### config.mk
export PLATFORM = sky130hd
export DESIGN_NAME = if_bus_arbiter
export DESIGN_NICKNAME = d
export VERILOG_FILES = /design/src/rtl/if_arb_pkg.sv /design/src/rtl/if_bus_arbiter_pick.sv /design/src/rtl/if_bus_arbiter.sv
export SDC_FILE = /design/constraint.sdc
export NUM_CORES = 1
export LEC_CHECK = 0
export ABC_AREA = 1
export CAP_MARGIN = 20
export CORE_ASPECT_RATIO = 0.5
export CORE_UTILIZATION = 30
export CTS_BUF_LIST = sky130_fd_sc_hd__clkbuf_16
export CTS_CLUSTER_DIAMETER = 50
export DETAILED_ROUTE_END_ITERATION = 10
export PLACE_DENSITY = 0.63
export REMOVE_ABC_BUFFERS = 1
export SYNTH_ARGS = -nofsm -noshare
export SYNTH_HDL_FRONTEND = slang
export SYNTH_SLANG_ARGS = --single-unit
### constraint.sdc
create_clock -name ck -period 6.44 [get_ports ck]
set_clock_uncertainty 0.1 [all_clocks]
set_input_delay 0.644 -clock ck [delete_from_list [all_inputs] [get_ports ck]]
set_output_delay 0.644 -clock ck [all_outputs]
set_load 0.02 [all_outputs]
### src/rtl/if_arb_pkg.sv
// Shared types and helpers for the round-robin bus arbiter.
// Holds the FSM state encoding, default widths and the rotated-priority pick.
package if_arb_pkg;

    localparam int unsigned DEF_DW    = 16;
    localparam int unsigned DEF_CW    = 8;
    localparam int unsigned MAXREQ    = 16;
    localparam int unsigned MAXREQ_W  = 4;

    typedef enum logic [1:0] {
        IDLE  = 2'd0,
        SETUP = 2'd1,
        XFER  = 2'd2,
        TURN  = 2'd3
    } state_e;

    // One-hot of the first set request at or above ptr, wrapping at nreq.
    function automatic logic [MAXREQ-1:0] rr_onehot(
        input logic [MAXREQ-1:0] req,
        input int unsigned       nreq,
        input int unsigned       ptr
    );
        logic [MAXREQ-1:0] oh;
        int unsigned       idx;
        oh = '0;
        for (int unsigned k = 0; k < MAXREQ; k++) begin
            idx = ptr + k;
            if (idx >= nreq) idx = idx - nreq;
            if ((k < nreq) && (oh == '0) && req[MAXREQ_W'(idx)]) begin
                oh[MAXREQ_W'(idx)] = 1'b1;
            end
        end
        return oh;
    endfunction

endpackage

### src/rtl/if_bus_arbiter_pick.sv
// Combinational round-robin picker: winner one-hot and index from req and rr_ptr.
module if_rr_pick
    import if_arb_pkg::*;
#(
    parameter int unsigned NREQ = 4,
    parameter int unsigned PW   = 2
) (
    input  logic [NREQ-1:0] req,
    input  logic [PW-1:0]   rr_ptr,
    output logic [NREQ-1:0] win_oh_c,
    output logic [PW-1:0]   win_idx_c,
    output logic            any_req_c
);

    logic [MAXREQ-1:0] oh;

    always_comb begin
        oh        = rr_onehot(MAXREQ'(req), NREQ, 32'(rr_ptr));
        win_oh_c  = oh[NREQ-1:0];
        any_req_c = |oh;
        win_idx_c = '0;
        for (int unsigned i = 0; i < NREQ; i++) begin
            if (win_oh_c[i]) win_idx_c = PW'(i);
        end
    end

endmodule

### src/rtl/if_bus_arbiter.sv
// Round-robin arbiter sharing one master port of the handshake bus between NREQ requesters.
// Sequence per transfer: grant (IDLE) -> SETUP -> XFER until bus_rdy or timeout -> TURN.
module if_bus_arbiter
    import if_arb_pkg::*;
#(
    parameter int unsigned NREQ    = 4,
    parameter int unsigned DW      = DEF_DW,
    parameter int unsigned TIMEOUT = 255,
    parameter int unsigned CW      = DEF_CW
) (
    input  logic              ck,
    input  logic              rst_n,
    input  logic [NREQ-1:0]   req,
    input  logic [NREQ*DW-1:0] req_txd,
    output logic [NREQ-1:0]   gnt,
    output logic [NREQ-1:0]   done,
    output logic [NREQ-1:0]   err,
    output logic [DW-1:0]     rsp_rxd,
    output logic              busy,
    output logic [DW-1:0]     bus_txd,
    output logic              bus_en,
    input  logic              bus_rdy,
    input  logic [DW-1:0]     bus_rxd
);

    localparam int unsigned PW = (NREQ > 1) ? $clog2(NREQ) : 1;

    state_e          state, state_d;
    logic [NREQ-1:0] gnt_d, done_d, err_d;
    logic [DW-1:0]   rsp_rxd_d, bus_txd_d;
    logic            busy_d, bus_en_d;
    logic [PW-1:0]   rr_ptr, rr_ptr_d, win_q, win_d, ptr_nxt;
    logic [CW-1:0]   cnt, cnt_d;

    logic [NREQ-1:0] win_oh;
    logic [PW-1:0]   win_idx;
    logic            any_req;

    if_rr_pick #(.NREQ(NREQ), .PW(PW)) u_pick (
        .req       (req),
        .rr_ptr    (rr_ptr),
        .win_oh_c  (win_oh),
        .win_idx_c (win_idx),
        .any_req_c (any_req)
    );

    assign ptr_nxt = (win_q == PW'(NREQ - 1)) ? '0 : win_q + PW'(1);

    always_ff @(posedge ck or negedge rst_n) begin
        if (!rst_n) begin
            state   <= IDLE;
            gnt     <= '0;
            done    <= '0;
            err     <= '0;
            rsp_rxd <= '0;
            busy    <= 1'b0;
            bus_txd <= '0;
            bus_en  <= 1'b0;
            rr_ptr  <= '0;
            win_q   <= '0;
            cnt     <= '0;
        end else begin
            state   <= state_d;
            gnt     <= gnt_d;
            done    <= done_d;
            err     <= err_d;
            rsp_rxd <= rsp_rxd_d;
            busy    <= busy_d;
            bus_txd <= bus_txd_d;
            bus_en  <= bus_en_d;
            rr_ptr  <= rr_ptr_d;
            win_q   <= win_d;
            cnt     <= cnt_d;
        end
    end

    // Next state and next registered outputs; done/err default low so they pulse once.
    always_comb begin
        state_d   = state;
        gnt_d     = gnt;
        done_d    = '0;
        err_d     = '0;
        rsp_rxd_d = rsp_rxd;
        busy_d    = busy;
        bus_txd_d = bus_txd;
        bus_en_d  = bus_en;
        rr_ptr_d  = rr_ptr;
        win_d     = win_q;
        cnt_d     = cnt;
        case (state)
            IDLE: begin
                if (any_req) begin
                    gnt_d     = win_oh;
                    bus_txd_d = req_txd[32'(win_idx) * DW +: DW];
                    busy_d    = 1'b1;
                    win_d     = win_idx;
                    state_d   = SETUP;
                end
            end
            SETUP: begin
                bus_en_d = 1'b1;
                cnt_d    = '0;
                state_d  = XFER;
            end
            XFER: begin
                if (bus_rdy) begin
                    rsp_rxd_d = bus_rxd;
                    done_d    = gnt;
                    bus_en_d  = 1'b0;
                    gnt_d     = '0;
                    rr_ptr_d  = ptr_nxt;
                    state_d   = TURN;
                end else if ((TIMEOUT != 0) && (cnt == CW'(TIMEOUT - 1))) begin
                    err_d    = gnt;
                    bus_en_d = 1'b0;
                    gnt_d    = '0;
                    rr_ptr_d = ptr_nxt;
                    state_d  = TURN;
                end else begin
                    cnt_d = cnt + CW'(1);
                end
            end
            TURN: begin
                busy_d  = 1'b0;
                state_d = IDLE;
            end
            default: state_d = IDLE;
        endcase
    end

endmodule

==> key figures <==
STA
  • RSZ-0062 raised after global routing: false
  • Minimum clock period: around 3.7 ns
  • Final TNS setup: 0 ns
  • Normalized max-slew margin: a little under half
  • Achievable Freq: approximately 270 MHz
  • Endpoints failing hold: 0
  • Final setup violation count: 0
  • Fin. max-slew vios: 0
  • Fin crit share: 58.0%
  • Worst-Margin Slew: roughly 0.8 ns

Die
  • Die X: between 150 and 200 um
  • Num rows: 28
  • Starting Density: about 31%
  • Die area: approximately 13,000 sq um
  • Core area: ~12,000 sq um
  • Die Ht: around 81 um
  • Num ports: ~130

Routing
  • DRC Markers: 0
  • Wirelength per Cell: approximately 12 um
  • Drt first pass iters: 5
  • Vias per cell: approximately 4.4
  • Vias: 3,587
  • DR iter-0 viols: ~140
  • Post-DRT Antenna Nets: 0
  • Detailed Route WL: between 9000 and 10,000 um

Clock tree
  • Skew-Pair Late Insertion Delay: between 0.3 and 0.4 ns
  • Max Buffers Root-to-Sink: 2
  • Setup Buffers After CTS: 0
  • Hold Buf Count CTS: 0
  • H-tree depth: 3
  • Clock Root Buffer: clkbuf_16
  • TritonCTS clock tree: done
  • CTS resizes: 0
  • Clk sink count: 60
  • Inserted Clock Buffers: 9
  • Reg clk slew, reported paths: 0.05 ns

Logic synthesis
  • Seq cells post-synth: 60
  • Synthesis warning total: 0
  • Register area share after synthesis: slightly above 40%
  • Netlist Area Pre-Place: about 3700 sq um
  • Distinct cells, synth: 29
  • Synth Area per Inst: 7.27 sq um
  • Synth Instances: a little over 500

Job
  • Max-cap violations: 0

Worst setup path
  • Largest fanout on the critical path: 20
  • Cell Chain, Critical Path: inv_1 > ha_1 > nor2_1 > nand3_1 > nand3_1 > nand3_1 > nand2_1 > nor2_2 > nand3_1 > nand3_1 > nor2_2 > nand3_1 > nand2_2 > nor2_4 > a21oi_4 > inv_2 > nand2_1 > nand2_1
  • Most frequent cell on the critical path: nand3_1
  • Type of the worst setup path: flop to flop
  • CP delay by family, top: simple AND/OR/NAND/NOR gates
  • Worst setup SP type: flop
  • Critical path arrival: 3.90 ns
  • Slowest-stage cell, CP: nor2_4
  • Critical Path Sink Type: flop
  • WP data required: about 6.6 ns
  • Worst Path Buf+Inv: 2
  • Critical path's largest stage delay: 0.48 ns

Power and ir drop
  • Total Power: 3.55 mW
  • VDD IR max: about 0.38 mV
  • P_leak: between 2 and 3 nW
  • Pwr dens: 648 nW/um^2

Layout
  • Number of fill cells in the layout: 1,201
  • Area grow syn2layout: 47.7%
  • Multi-input gate area: approximately 1900 sq um
  • Final #Nets: between 700 and 800
  • Register area: about 1500 sq um
  • Fraction of layout cells with a size suffix above 1: 10.4%
  • Ant. Diodes: 0

Place
  • IO buf count: around 130
  • DPL Wire Length: slightly above 7000 um
  • Placer Congestion: about 0.84

GRT
  • Vias in the first global route: between 3,000 and 4,000
  • Total global routing overflow: 0
  • Largest net degree at the start of global routing: just over 60
  • GRT Util Overall: 15.8%
  • Initial antenna violation count: 0
  • First-pass GRT wire length: 16,100 um

Worst hold path
  • HP Class: input port to async pin

Outcome
  • Status: completed
## report_power, final
group,switching [mW],internal [mW]
logic,1.56,0.869
clock network,0.169,0.337
registers,0.0858,0.529
total,1.81,1.73
## final timing paths
check,startpoint,to,slack (ns),depth (start not counted)
worst max-delay path,rr_ptr[1]$_DFFE_PN0P_,bus_txd[3]$_DFFE_PN0P_,2.70,18
worst min-delay path,rst_n,rsp_rxd[11]$_DFFE_PN0P_,0.36,2
worst max register to register,rr_ptr[1]$_DFFE_PN0P_,bus_txd[3]$_DFFE_PN0P_,2.70,18
worst min register to register,bus_txd[8]$_DFFE_PN0P_,bus_txd[8]$_DFFE_PN0P_,0.38,2
max in group asynchronous,rst_n,rr_ptr[1]$_DFFE_PN0P_,5.35,2
min in group ck,bus_txd[8]$_DFFE_PN0P_,bus_txd[8]$_DFFE_PN0P_,0.38,2
## cells in the final DEF, fill, tap and decap left out, drive strengths merged
| cell type | instances |
|---|---|
| a21oi | 7 |
| o21ai | 13 |
| dfrtp | 60 |
| bufinv | 2 |
| clkinv | 3 |
| nand2 | 169 |
| ha | 15 |
| nand3 | 42 |
| nor4 | 1 |
| nor2 | 87 |
| clkbuf | 9 |
| and2 | 1 |
| a21o | 1 |
| and3 | 2 |
| nor3 | 8 |
| clkdlybuf4s50 | 131 |
| o32ai | 1 |
| mux2 | 16 |
| a31oi | 2 |
| buf | 2 |
| inv | 71 |
| clkinvlp | 1 |
| a221oi | 2 |
## metrics by stage
step | worst slack, ns | cells | instance area [sq um] | util (%) | hold slack (ns)
4_1_cts | 2.73 | 811 | 5480 | 46.0 | 0.382
6_report | 2.70 | 811 | 5480 | 46.0 | 0.365
3_3_place_gp | 2.67 | 795 | 5160 | 43.3 | 0.361
5_1_grt | 2.31 | 811 | 5480 | 46.0 | 0.399
3_5_place_dp | 2.62 | 795 | 5160 | 43.3 | 0.367
2_1_floorplan | 3.50 | 497 | 3630 | - | 0.248
## routing by layer
layer | share of wire [%] | routed length [um] | vias up | global-route usage, %
li1 | - | - | 1840 | -
met1 | 48 | 4720 | 1648 | 20.5
met4 | 1.6 | 158 | 0 | 4.90
met3 | 3.9 | 383 | 13 | 3.56
met2 | 46 | 4500 | 86 | 26.4
met5 | 0 | 0 | - | 0
## cells by family (layout without fill, tap and decap cells)
kind of cell,Yosys count,after routing,synth area share (%)
AOI/OAI and AO/OA,26,26,4.25
adders and majority gates,15,15,5.06
buffers and inverters,83,219,9.21
DFF,60,60,40.5
muxes,16,16,4.86
and+or+nand+nor,310,310,36.1
## Yosys cell counts
library cell | instances | area share, %
and3_1 | 2 | 0.34
inv_4 | 1 | 0.17
dfrtp_1 | 60 | 40
a21oi_4 | 1 | 0.44
nor3_1 | 8 | 1.1
clkbuf_1 | 3 | 0.30
nand2_2 | 4 | 0.67
a31oi_1 | 2 | 0.34
buf_2 | 7 | 0.94
ha_1 | 15 | 5.1
a221oi_1 | 2 | 0.47
nand2_1 | 163 | 17
a21oi_1 | 6 | 0.81
inv_1 | 65 | 6.6
buf_6 | 2 | 0.61
and2_4 | 1 | 0.24
nor2_4 | 2 | 0.61
a21o_1 | 1 | 0.20
inv_2 | 4 | 0.40
nor2_2 | 14 | 2.4
nand3_2 | 5 | 1.4
buf_4 | 1 | 0.20
nor4_1 | 1 | 0.17
nand3_1 | 37 | 5.0
o32ai_1 | 1 | 0.24
mux2_2 | 16 | 4.9
nor2_1 | 71 | 7.2
o21ai_0 | 13 | 1.8
nand2_4 | 2 | 0.61
## flip-flops by register name, indices dropped and copies added (netlist names)
| signal | cells |
|---|---|
| gnt | 4 |
| rsp_rxd | 16 |
| win_q | 2 |
| bus_txd | 16 |
| done | 4 |
| cnt | 8 |
| rr_ptr | 2 |
| bus_en | 1 |
| err | 4 |
| busy | 1 |
| state | 2 |
## area by class of cell
| cell class | count | share of cell area (%) |
|---|---|---|
| tap | 165 | 3.77 |
| clock inverter | 7 | 1.64 |
| clock buffer | 9 | 4.11 |
| sequential | 60 | 27.4 |
| timing repair buffer | 133 | 24.2 |
| multi-input combinational | 367 | 34.0 |
| inverter | 70 | 4.84 |
Power figures use the tool's default switching activity.
